## config.mk

```make
export PLATFORM = sky130hd
export DESIGN_NAME = serial_subtractor
export DESIGN_NICKNAME = d
export VERILOG_FILES = /design/src/rtl/serial_sub_pkg.sv /design/src/rtl/serial_subtractor_half_sub.sv /design/src/rtl/serial_subtractor.sv
export SDC_FILE = /design/constraint.sdc
export NUM_CORES = 1
export LEC_CHECK = 0
export CORE_AREA = 4 4 58 60
export DETAILED_ROUTE_END_ITERATION = 7
export DIE_AREA = 0 0 62 64
export SYNTH_ARGS = -nofsm -noshare
export SYNTH_HDL_FRONTEND = slang
export SYNTH_HIERARCHICAL = 1
export SYNTH_SLANG_ARGS = --single-unit
export TNS_END_PERCENT = 1
```

## constraint.sdc

```tcl
create_clock -name clk -period 1.3 [get_ports clk]
set_input_delay 0.13 -clock clk [delete_from_list [all_inputs] [get_ports clk]]
set_output_delay 0.13 -clock clk [all_outputs]
set_load 0.1 [all_outputs]
```

## src/rtl/serial_sub_pkg.sv

```systemverilog
// Shared definitions for the bit-serial subtractor: state encoding, default
// operand width and the bit-counter width helper.
package serial_sub_pkg;

  typedef enum logic [1:0] {
    IDLE  = 2'd0,
    SHIFT = 2'd1,
    DONE  = 2'd2
  } state_e;

  localparam int DEFAULT_WIDTH = 4;

  // One extra bit over clog2 keeps the counter clear of wrap for any legal WIDTH.
  function automatic int cnt_width(input int w);
    return $clog2(w) + 1;
  endfunction

endpackage

```

## src/rtl/serial_subtractor_half_sub.sv

```systemverilog
// Half-subtractor cell, the subtracting twin of the half-adder tile cell.
// Two of these plus an OR form one full-subtractor bit.
module half_sub (
  input  logic x,
  input  logic y,
  output logic d,
  output logic bout
);

  assign d    = x ^ y;
  assign bout = ~x & y;

endmodule

```

## src/rtl/serial_subtractor.sv

```systemverilog
// Bit-serial unsigned subtractor, diff = a - b, LSB first, one bit per clock.
// Optional signed-overflow output enabled by defining SERIAL_SUB_OVF_EN.
module serial_subtractor
  import serial_sub_pkg::*;
#(
  parameter int WIDTH = DEFAULT_WIDTH
) (
  input  logic             clk,
  input  logic             rst,
  input  logic             start,
  input  logic [WIDTH-1:0] a,
  input  logic [WIDTH-1:0] b,
  output logic [WIDTH-1:0] diff,
  output logic             borrow_out,
  output logic             busy,
  output logic             done
`ifdef SERIAL_SUB_OVF_EN
  ,
  output logic             ovf
`endif
);

  localparam int CW = cnt_width(WIDTH);

  state_e           state_q, state_d;
  logic [WIDTH-1:0] a_sr_q, a_sr_d;
  logic [WIDTH-1:0] b_sr_q, b_sr_d;
  logic [WIDTH-1:0] diff_q, diff_d;
  logic [CW-1:0]    cnt_q, cnt_d;
  logic             bor_q, bor_d;
  logic             borrow_q, borrow_d;
  logic             busy_q, busy_d;
  logic             done_q, done_d;
`ifdef SERIAL_SUB_OVF_EN
  logic             sign_a_q, sign_a_d;
  logic             sign_b_q, sign_b_d;
  logic             ovf_q, ovf_d;
`endif

  // Full subtractor for the current bit: a - b, then minus the running borrow.
  logic d_half, bout_half, d_bit, bout_bor, bor_next;

  half_sub u_hs_ab (
    .x   (a_sr_q[0]),
    .y   (b_sr_q[0]),
    .d   (d_half),
    .bout(bout_half)
  );

  half_sub u_hs_bor (
    .x   (d_half),
    .y   (bor_q),
    .d   (d_bit),
    .bout(bout_bor)
  );

  assign bor_next = bout_half | bout_bor;

  always_comb begin
    // NOTE: every _d gets a default here so no path through the case can infer a latch.
    state_d  = state_q;
    a_sr_d   = a_sr_q;
    b_sr_d   = b_sr_q;
    diff_d   = diff_q;
    cnt_d    = cnt_q;
    bor_d    = bor_q;
    borrow_d = borrow_q;
    busy_d   = busy_q;
    done_d   = 1'b0;
`ifdef SERIAL_SUB_OVF_EN
    sign_a_d = sign_a_q;
    sign_b_d = sign_b_q;
    ovf_d    = ovf_q;
`endif

    case (state_q)
      IDLE: begin
        if (start) begin
          a_sr_d  = a;
          b_sr_d  = b;
          diff_d  = '0;
          cnt_d   = '0;
          bor_d   = 1'b0;
          busy_d  = 1'b1;
          state_d = SHIFT;
`ifdef SERIAL_SUB_OVF_EN
          sign_a_d = a[WIDTH-1];
          sign_b_d = b[WIDTH-1];
          ovf_d    = 1'b0;
`endif
        end
      end

      SHIFT: begin
        a_sr_d = a_sr_q >> 1;
        b_sr_d = b_sr_q >> 1;
        diff_d = {d_bit, diff_q[WIDTH-1:1]};
        bor_d  = bor_next;
        cnt_d  = cnt_q + CW'(1);
        if (cnt_q == CW'(WIDTH - 1)) begin
          borrow_d = bor_next;
          busy_d   = 1'b0;
          done_d   = 1'b1;
          state_d  = DONE;
`ifdef SERIAL_SUB_OVF_EN
          // d_bit on the last cycle is the sign bit of the result.
          ovf_d = (sign_a_q != sign_b_q) && (d_bit != sign_a_q);
`endif
        end
      end

      DONE: state_d = IDLE;

      default: state_d = IDLE;
    endcase
  end

  // NOTE: sequential state uses non-blocking assignments only, so every flop
  // samples the pre-edge values regardless of statement order.
  always_ff @(posedge clk or posedge rst) begin
    if (rst) begin
      state_q  <= IDLE;
      a_sr_q   <= '0;
      b_sr_q   <= '0;
      diff_q   <= '0;
      cnt_q    <= '0;
      bor_q    <= 1'b0;
      borrow_q <= 1'b0;
      busy_q   <= 1'b0;
      done_q   <= 1'b0;
`ifdef SERIAL_SUB_OVF_EN
      sign_a_q <= 1'b0;
      sign_b_q <= 1'b0;
      ovf_q    <= 1'b0;
`endif
    end else begin
      state_q  <= state_d;
      a_sr_q   <= a_sr_d;
      b_sr_q   <= b_sr_d;
      diff_q   <= diff_d;
      cnt_q    <= cnt_d;
      bor_q    <= bor_d;
      borrow_q <= borrow_d;
      busy_q   <= busy_d;
      done_q   <= done_d;
`ifdef SERIAL_SUB_OVF_EN
      sign_a_q <= sign_a_d;
      sign_b_q <= sign_b_d;
      ovf_q    <= ovf_d;
`endif
    end
  end

  assign diff       = diff_q;
  assign borrow_out = borrow_q;
  assign busy       = busy_q;
  assign done       = done_q;
`ifdef SERIAL_SUB_OVF_EN
  assign ovf        = ovf_q;
`endif

endmodule

```

==> summary.txt <==
Worst setup path
  – R2R Setup Slk: -0.06 ns
  – Worst Reg-to-Reg Cells: 6
  – Largest stage delay, worst path: 0.40 ns
  – Crit. End Element: flop
  – Worst R2R End: diff[3]$_DFFE_PP0P_
  – Startpoint types: flop
  – Req. time, crit path: 1.50 ns
  – Crit path max fanout: 2
  – CP top delay family: adder cells
  – Critical path class: flop to flop
  – Crit path buffers/inverters: 3
  – Crit-path cells: ha_1 > inv_1 > inv_1 > ha_1 > inv_1 > a22o_1
  – CP arrival: 1.56 ns
  – Origin of the critical flop-to-flop path: b_sr_q[0]$_DFFE_PP0P_
  – CP most frequent cell: inv_1
  – Worst path slowest cell: dfrtp_1

Outcome
  – Failing checks: setup timing
  – Status: complete, but fails checks

Detailed routing
  – Average via count per standard cell: 5.03
  – First-pass DRT Iterations: 2
  – Initial DRC Count: 7
  – Vias: 694
  – Drt drc: 0
  – Routed len/inst: 13.0 um
  – Post-route ant nets: 0
  – Final wirelength: 1790 um

Synthesis
  – Cell accounting for the most synthesized area: dfrtp_1
  – Mapped Cells: 82
  – Top cells by count, synth: dfrtp_1 (21), inv_1 (9), o21ai_0 (6)
  – Top FF cell, synth: dfrtp_1
  – Syn Area/Cell: 11.8 um2
  – Post-synthesis async set-or-reset flop share: 100%
  – Syn nets: 97
  – Cell Area, Synth: 966 um2
  – Synth cell types: 23
  – Synth top area share: 54.4%
  – Seq/Total Area, Yosys: 54.4%
  – Area contributors post-synth: dfrtp_1 (54%), o221a_1 (5.8%), ha_1 (5.2%)
  – Count leader, synth: dfrtp_1
  – Synth Register Bits: 21
  – Post-synth EDFFs: 0
  – YS warnings: 6

Timing
  – Worst-margin pin slew: 0.346 ns
  – Relative slew margins: 76.9%
  – Final period utilization: 104%
  – RSZ-0062 raised after global routing: yes
  – Fin. Hold Viols: 0
  – Peak Freq: 737 MHz
  – Final Critical Period: 1.36 ns
  – Clk_skew: 0.0103 ns
  – Fin. max-slew vios: 0
  – Minimum hold slack: 0.148 ns
  – Final setup viols: 1
  – Worst setup margin: -0.0571 ns

Clock tree
  – Hold-fix buffers, CTS: 0
  – CTS root buf: clkbuf_4
  – Inserted Clock Buffers: 3
  – TritonCTS Sinks: 21
  – H-tree levels: 1
  – Clk_lat worst skew: 0.30 ns
  – CTS max path bufs: 2
  – TritonCTS clock tree: built
  – Clk slew on worst S/H paths: 0.12 ns

Layout
  – Diodes inserted: 0
  – Post-layout instance area: 1280 um2
  – Share of cells above drive strength 1: 21.9%
  – P&R area growth vs syn: 32.9%
  – Non-Filler Instances: 138
  – Final Util: 43.8%
  – Final-stage net count: 121

Placement
  – GP Congestion: 0.809
  – Placed insts: 132
  – Dpl cell area: 1240 um2
  – Post-Place Worst Slack: -0.0436 ns
  – Post-DP HPWL: 1350 um
  – Port Buf Inserts: 17

Pwr
  – Sw frac: 45.8%
  – Leakage Power: 0.584 nW
  – P_int: 1.98 mW
  – Net Sw Power: 1.68 mW
  – Sequential Power Share: 33.0%
  – Clk pwr share: 8.4%
  – Power share of the combinational group: 58.6%
  – Pwr Density: 2850 nW/um2
  – Maximum vdd drop: 2080 uV

Global routing
  – First-pass GRT wire length: 3190 um
  – Number of antenna violations at the first check in global routing: 0
  – Total GRT Usage: 10.6%
  – Number of global-route vias before repair: 708
  – Largest net degree at the start of global routing: 22
  – Gr ovfl total: 0

Floorplan
  – I/O pins: 18
  – FP Rows: 20
  – Chip Height: 64 um
  – Die Area: 3970 um2
  – Die width: 62 um
  – Core ar.: 2930 um2
  – Initial core utilization: 33.0%

Worst hold path
  – Hold crit path type: input pin to asynchronous set/reset pin

Flow run
  – Max-cap violations: 0
==> repair_timing <==
item                                    in CTS  in global routing
buffers inserted                             0                  2
gates resized for setup                      0                  2
pin swaps                                    0                  2
cloned                                       0                  0
endpoints found under the setup margin       1                  3
==> metrics by stage <==
stage	setup TNS, ns	total power [mW]
6_report	-0.0571	3.66
5_1_grt	-0.162	3.91
4_1_cts	-0.0614	3.65
3_5_place_dp	-0.0436	3.34
3_3_place_gp	-0.0131	3.29
2_1_floorplan	0	2.68
==> routing by layer <==
metal  GRT usage [%]  up-vias  wire length [um]
li1                -      337                 -
met4            4.77        0                 9
met1            14.8      344               862
met3            1.82        2                57
met5               0        -                 0
met2            15.5       11               864
==> worst reg2reg max path, stage by stage, from the launching register on <==
cell     delay (ns)
dfrtp_1        0.40
ha_1           0.28
inv_1          0.05
inv_1          0.03
ha_1           0.25
inv_1          0.04
a22o_1         0.20
==> how the worst max path moves through the flow <==
stage / cells past startpoint / from / slack [ns] / end
global route: 7 / a_sr_q[0]$_DFFE_PP0P_ / -0.12 / diff[3]$_DFFE_PP0P_
floorplan: 7 / a_sr_q[0]$_DFFE_PP0P_ / 0.007 / diff[3]$_DFFE_PP0P_
detailed placement: 7 / a_sr_q[0]$_DFFE_PP0P_ / -0.04 / diff[3]$_DFFE_PP0P_
global placement: 7 / a_sr_q[0]$_DFFE_PP0P_ / -0.01 / diff[3]$_DFFE_PP0P_
finish: 6 / b_sr_q[0]$_DFFE_PP0P_ / -0.06 / diff[3]$_DFFE_PP0P_
CTS: 7 / a_sr_q[0]$_DFFE_PP0P_ / -0.06 / diff[3]$_DFFE_PP0P_
==> layout by cell type (no fill, tap or decap), types with 2 or more instances in the layout <==
master           count
ha_1                 4
o221a_1              5
a21oi_1              2
o21ai_0              5
buf_12               7
buf_4                6
inv_1                9
nor2_1               4
nand3b_1             5
nor2_2               3
clkbuf_4             3
a22o_1               5
clkdlybuf4s50_1     10
dfrtp_1             21
nand2_1              4
==> cell families after synthesis <==
kind of cell / Yosys count / share of synthesized area [%]
buf+inv: 13 / 7.38
simple gates: 20 / 13.0
fa+ha+maj: 4 / 5.18
mux: 1 / 1.04
flops: 21 / 54.4
compound gates: 23 / 19.0
==> power groups by stage <==
stage,Sequential [mW],Combinational [mW],Clock [mW]
after CTS,1.21,2.11,0.324
after floorplan,1.76,0.921,0
final,1.21,2.15,0.308
after global placement,1.22,2.08,0
after detailed placement,1.22,2.11,0
after global routing,1.25,2.32,0.345
==> state kept, by name (all words and copies together), names as in the netlist <==
register / flops
state_q: 2
busy: 1
b_sr_q: 4
done: 1
borrow_out: 1
diff: 4
a_sr_q: 4
bor_q: 1
cnt_q: 3
==> final cells by class <==
cell class / instances / area (um2)
Inverter: 9 / 33.8
Fill cell: 267 / 1640
Clock buffer: 4 / 26.3
Multi-Input combinational cell: 48 / 372
Timing Repair Buffer: 23 / 285
Tap cell: 33 / 41.3
Sequential cell: 21 / 526
Note: power is estimated with default switching activity, not from simulation.
